$ cat config.mk
export PLATFORM = sky130hd
export DESIGN_NAME = instr_fetch
export DESIGN_NICKNAME = d
export VERILOG_FILES = /design/src/rtl/instr_fetch.sv
export SDC_FILE = /design/constraint.sdc
export NUM_CORES = 1
export LEC_CHECK = 0
export CORE_AREA = 2 2 153 118
export DETAILED_ROUTE_END_ITERATION = 8
export DIE_AREA = 0 0 155 120
export PLACE_DENSITY = 0.69
export SYNTH_ARGS = -nofsm -noshare
export SYNTH_HDL_FRONTEND = slang
export SYNTH_SLANG_ARGS = --single-unit
$ cat constraint.sdc
create_clock -name clk -period 4.4 [get_ports clk]
set_input_delay 0.44 -clock clk [delete_from_list [all_inputs] [get_ports clk]]
set_output_delay 0.44 -clock clk [all_outputs]
set_load 0.1 [all_outputs]
$ cat src/rtl/instr_fetch.sv
// Instruction fetch unit: owns the PC, issues word-aligned fetches and buffers the
// returned words in order. A redirect flushes younger entries and drops in-flight data.
module instr_fetch #(
  parameter int              WIDTH    = 32,
  parameter logic [WIDTH-1:0] RESET_PC = '0,
  parameter int              DEPTH    = 2
) (
  input  logic             clk,
  input  logic             rst,
  output logic             imem_req_valid,
  input  logic             imem_req_ready,
  output logic [WIDTH-1:0] imem_addr,
  input  logic             imem_rsp_valid,
  input  logic [WIDTH-1:0] imem_rsp_data,
  output logic             instr_valid,
  input  logic             instr_ready,
  output logic [WIDTH-1:0] instr,
  output logic [WIDTH-1:0] instr_pc,
  input  logic             PCsrc,
  input  logic [WIDTH-1:0] BranchTarget
);
  localparam int AW = $clog2(DEPTH);
  localparam int PW = AW + 1;
  localparam logic [PW:0] DEPTH_W = DEPTH[PW:0];

  logic [WIDTH-1:0] pc_mem   [DEPTH];
  logic [WIDTH-1:0] data_mem [DEPTH];

  // Pointers carry one wrap bit so full and empty are distinguishable.
  // Entries in [head, fill) are filled; [fill, alloc) are awaiting data.
  logic [PW-1:0]    alloc_ptr_reg;
  logic [PW-1:0]    fill_ptr_reg;
  logic [PW-1:0]    head_ptr_reg;
  logic [PW-1:0]    discard_reg;
  logic [WIDTH-1:0] fetch_pc_reg;

  logic [PW-1:0]    occupancy;
  logic [PW-1:0]    unfilled;
  logic             credit_ok;
  logic             req_fire;
  logic             pop;
  logic             fill_we;
  logic [AW-1:0]    alloc_idx;
  logic [AW-1:0]    fill_idx;
  logic [AW-1:0]    head_idx;

  assign alloc_idx = alloc_ptr_reg[AW-1:0];
  assign fill_idx  = fill_ptr_reg[AW-1:0];
  assign head_idx  = head_ptr_reg[AW-1:0];

  assign occupancy = alloc_ptr_reg - head_ptr_reg;
  assign unfilled  = alloc_ptr_reg - fill_ptr_reg;
  // Credit counts words still owed by memory for flushed fetches, so their
  // responses can never overrun the buffer.
  assign credit_ok = ({1'b0, occupancy} + {1'b0, discard_reg}) < DEPTH_W;

  assign imem_req_valid = !rst && !PCsrc && credit_ok;
  assign imem_addr      = fetch_pc_reg;
  assign req_fire       = imem_req_valid && imem_req_ready;

  assign instr_valid = !rst && (fill_ptr_reg != head_ptr_reg);
  assign instr       = data_mem[head_idx];
  assign instr_pc    = pc_mem[head_idx];
  assign pop         = instr_valid && instr_ready;

  assign fill_we = imem_rsp_valid && !PCsrc && (discard_reg == '0);

  always_ff @(posedge clk) begin
    if (req_fire) begin
      pc_mem[alloc_idx] <= fetch_pc_reg;
    end
    if (fill_we) begin
      data_mem[fill_idx] <= imem_rsp_data;
    end
  end

  always_ff @(posedge clk) begin
    if (rst) begin
      alloc_ptr_reg <= '0;
      fill_ptr_reg  <= '0;
      head_ptr_reg  <= '0;
      discard_reg   <= '0;
      fetch_pc_reg  <= RESET_PC;
    end else if (PCsrc) begin
      // Any response this cycle belongs to the oldest outstanding fetch, which
      // is either already owed to discard or one of the unfilled entries.
      alloc_ptr_reg <= '0;
      fill_ptr_reg  <= '0;
      head_ptr_reg  <= '0;
      discard_reg   <= discard_reg + unfilled - {{AW{1'b0}}, imem_rsp_valid};
      fetch_pc_reg  <= {BranchTarget[WIDTH-1:2], 2'b00};
    end else begin
      if (req_fire) begin
        alloc_ptr_reg <= alloc_ptr_reg + PW'(1);
        fetch_pc_reg  <= fetch_pc_reg + WIDTH'(4);
      end
      if (imem_rsp_valid) begin
        if (discard_reg != '0) begin
          discard_reg <= discard_reg - PW'(1);
        end else begin
          fill_ptr_reg <= fill_ptr_reg + PW'(1);
        end
      end
      if (pop) begin
        head_ptr_reg <= head_ptr_reg + PW'(1);
      end
    end
  end

endmodule

==> impl_metrics.py <==
metrics = {
    "synth": {
        "synth-compound-area-share_pct": 3.70,
        "synth_simple_gate_area_share_pct": 9.02,
        "synth_top_area_share_pct": 55.6,
        "ys_seq_elements": 163,
        "synth_top_family_by_area": "multiplexers",
        "synth_edf_count": 124,
        "synth_area_sq_um": 6700,
        "synth_fa_ha_area_share_pct": 1.64,
        "yosys_warnings": 0,
        "synth_ff_type": "edfxtp_1",
        "synthXorXnorAreaFrac_pct": 5.10,
        "yosysSeqAreaShare_pct": 67.2,
        "avgSynthCellArea_sq_um": 14.2,
        "ys_types": 40,
        "synth_top_area_cell": "edfxtp_1",
        "synthTopCellsByArea": "edfxtp_1 (56%), dfxtp_1 (12%), mux2_2 (11%), xor2_1 (2.7%), nor2_1 (2.4%)",
        "ys_async_sr_fraction_pct": 0,
        "netlist_instances": 472,
        "synthMuxAreaShare_pct": 11.0,
    },
    "flow_run": {
        "drv_cap": 0,
    },
    "placed_design": {
        "place_ws_ns": 0.906,
        "port-buffer-count": 161,
        "post-place-cells": 840,
        "gp_congestion": 0.854,
        "dp_hpwl_microns": 10600,
    },
    "cts": {
        "numCtsBuffers": 17,
        "tritoncts": "yes",
        "postCtsHoldBufs": 0,
        "clk_pin_slew_ns": 0.07,
        "clock-sinks": 163,
        "cts_resized": 0,
        "htree_levels": 4,
        "clock_path_buffers": 2,
        "insertion_delay_ns": 0.42,
        "cts_root_buf": "clkbuf_16",
        "cts_setup_buffers": 0,
    },
    "global_route": {
        "globalRouteOverflowTotal": 0,
        "grt_first_pass_wirelength_microns": 24100,
        "antenna_found_initial": 0,
        "grt_usage_pct": 17.0,
        "grt_max_degree": 37,
        "grt_pass1_vias": 4516,
    },
    "die": {
        "ios": 168,
        "rows": 42,
        "core-area_sq_um": 17200,
        "die_w_microns": 155,
        "dieArea_sq_um": 18600,
        "dieHeight_microns": 120,
        "start_util_pct": 39.0,
    },
    "layout": {
        "layout-drive-gt1-share_pct": 17.8,
        "fin_nets": 716,
        "syn_to_final_growth_pct": 37.0,
        "largest_register_ffs": 64,
        "antenna_cells": 0,
        "largest_register": "data_mem",
        "layoutNonFillerInstCount": 872,
        "n_fill_cell": 1412,
    },
    "power": {
        "power_switching_share_pct": 30.3,
        "combPwrFrac_pct": 18.6,
        "p_seq_share_pct": 44.4,
        "power_density_nw_per_um2": 436,
        "p_leak_nw": 3.11,
        "p_clk_share_pct": 37.0,
        "intPower_mw": 2.79,
        "power_mw": 4.01,
        "p_sw_mw": 1.22,
        "vdd_drop_max_mv": 0.248,
    },
    "critical_path": {
        "worstPathRequired_ns": 4.72,
        "crit_path_max_fanout": 11,
        "worstSetupStartpointType": "flip-flop",
        "reg2reg_slack_ns": 0.88,
        "endpoint_kind": "flip-flop",
        "r2r_cells": 9,
        "rr_startpoint": "alloc_ptr_reg[0]",
        "r2r_end": "imem_addr[31]",
        "worstSetupPathType": "reg -> reg",
        "crit_arrival_ns": 3.84,
    },
    "route": {
        "postRouteAntennaNets": 0,
        "route.vias.total": 4420,
        "drt_pass1_iterations": 4,
        "routedWlPerCell_microns": 17.6,
        "drtIter0Drc": 223,
        "vias_per_cell": 5.07,
        "drcViolationCount": 0,
        "drt-total-wl_microns": 15400,
    },
    "timing": {
        "setup_violations": 0,
        "rsz0062_at_grt": "no",
        "skew_ns": 0.0105,
        "drv_slew": 0,
        "fin_ws_ns": 0.884,
        "finalSetupTns_ns": 0,
        "timing.final.crit_share_pct": 79.9,
        "worst_slew_pin_slew_ns": 1.07,
        "fin_crit_ns": 3.52,
        "max_freq_mhz": 284,
        "report.final.hold_viol_count": 0,
        "slew-limit-headroom_pct": 27.9,
    },
    "worst_hold_path": {
        "min_path_cells": 0,
        "hp-start": "imem_addr[22]",
        "min_path_type": "reg -> reg",
        "whs_endpoint": "pc_mem[0][22]",
    },
    "run_status": {
        "outcome": "complete, no violations",
    },
}
[layout by cell type, fill, tap and decap left out, types with 3 or more instances in the layout]
cell / netlist / routed
inv_6: 0 / 3
nand3_1: 12 / 12
mux2i_1: 3 / 3
dfxtp_1: 39 / 38
clkdlybuf4s50_1: 0 / 159
and3_1: 5 / 5
nand2_1: 25 / 25
xnor2_1: 18 / 18
a21oi_1: 11 / 11
inv_8: 0 / 3
conb_1: 1 / 4
fa_1: 3 / 3
mux2_2: 63 / 63
edfxtp_1: 124 / 124
nor2_1: 42 / 42
nor3_1: 10 / 7
inv_1: 8 / 8
ha_1: 4 / 4
clkinv_4: 0 / 4
clkbuf_16: 0 / 17
buf_4: 4 / 11
or3_1: 3 / 3
nor3_2: 0 / 3
nor4_1: 3 / 3
xor2_1: 21 / 21
nand4_1: 12 / 12
a211oi_1: 17 / 17
[layout make-up]
cell class                      instances  area [sq um]  area share [%]
Sequential cell                       163          4510            49.1
Clock inverter                         15           169            1.84
Timing Repair Buffer                  171          1690            18.5
Clock buffer                           17           425            4.63
Tap cell                              220           275            3.00
Multi-Input combinational cell        277          2080            22.6
Inverter                                9          33.8           0.368
[per-layer routing]
metal  global-route usage, %  part of all wire [%]  up-vias
met1                    22.8                    46     2195
met2                    26.8                    47      122
met4                    5.84                   1.6        0
li1                        -                     -     2082
met3                    4.66                   5.2       21
met5                       0                     0        -
[cell usage after synthesis (10+ instances only)]
master      n
edfxtp_1  124
mux2_2     63
nor2_1     42
dfxtp_1    39
nand2_1    25
xor2_1     21
clkbuf_1   19
xnor2_1    18
a211oi_1   17
nand3_1    12
nand4_1    12
a21oi_1    11
nor3_1     10
[worst max-delay path by stage]
stage | from | end | depth (start not counted)
2_1_floorplan | alloc_ptr_reg[0] | pc_mem[1][10] | 8
3_3_place_gp | alloc_ptr_reg[0] | imem_addr[31] | 9
3_5_place_dp | alloc_ptr_reg[0] | imem_addr[31] | 9
4_1_cts | alloc_ptr_reg[0] | imem_addr[31] | 9
5_1_grt | alloc_ptr_reg[0] | imem_addr[22] | 10
6_report | alloc_ptr_reg[0] | imem_addr[31] | 9
[cells by family after synthesis]
logic type | count (synthesis)
flops | 163
compound gates | 37
mux | 66
xor+xnor | 39
simple gates | 124
buf+inv | 35
fa+ha+maj | 7
other cells | 1
[critical path, cell delays in order, from the launching register on]
cell and delay (ns):
dfxtp_1 0.37, inv_1 0.12, ha_1 0.23, xor2_1 0.16
xnor2_1 0.16, fa_1 0.57, nand3_1 0.37, or3_1 0.64
or4_1 0.54, a311oi_1 0.27
[power groups by stage]
stage | registers (mW) | clock network (mW) | logic, mW
after global placement | 1.81 | 0 | 0.740
after detailed placement | 1.81 | 0 | 0.749
after global routing | 1.79 | 1.58 | 0.780
after CTS | 1.78 | 1.52 | 0.750
after floorplan | 1.93 | 0 | 0.415
final | 1.78 | 1.48 | 0.746
[per-stage QoR]
step                util [%]  hold slack (ns)  cell area (sq um)
global placement        50.0            0.526               8590
finish                  53.4            0.546               9180
detailed placement      50.0            0.539               8590
floorplan                  -            0.507               6710
global route            53.4            0.552               9180
CTS                     53.4            0.548               9180
No activity file was read; power rests on OpenSTA's default activity.
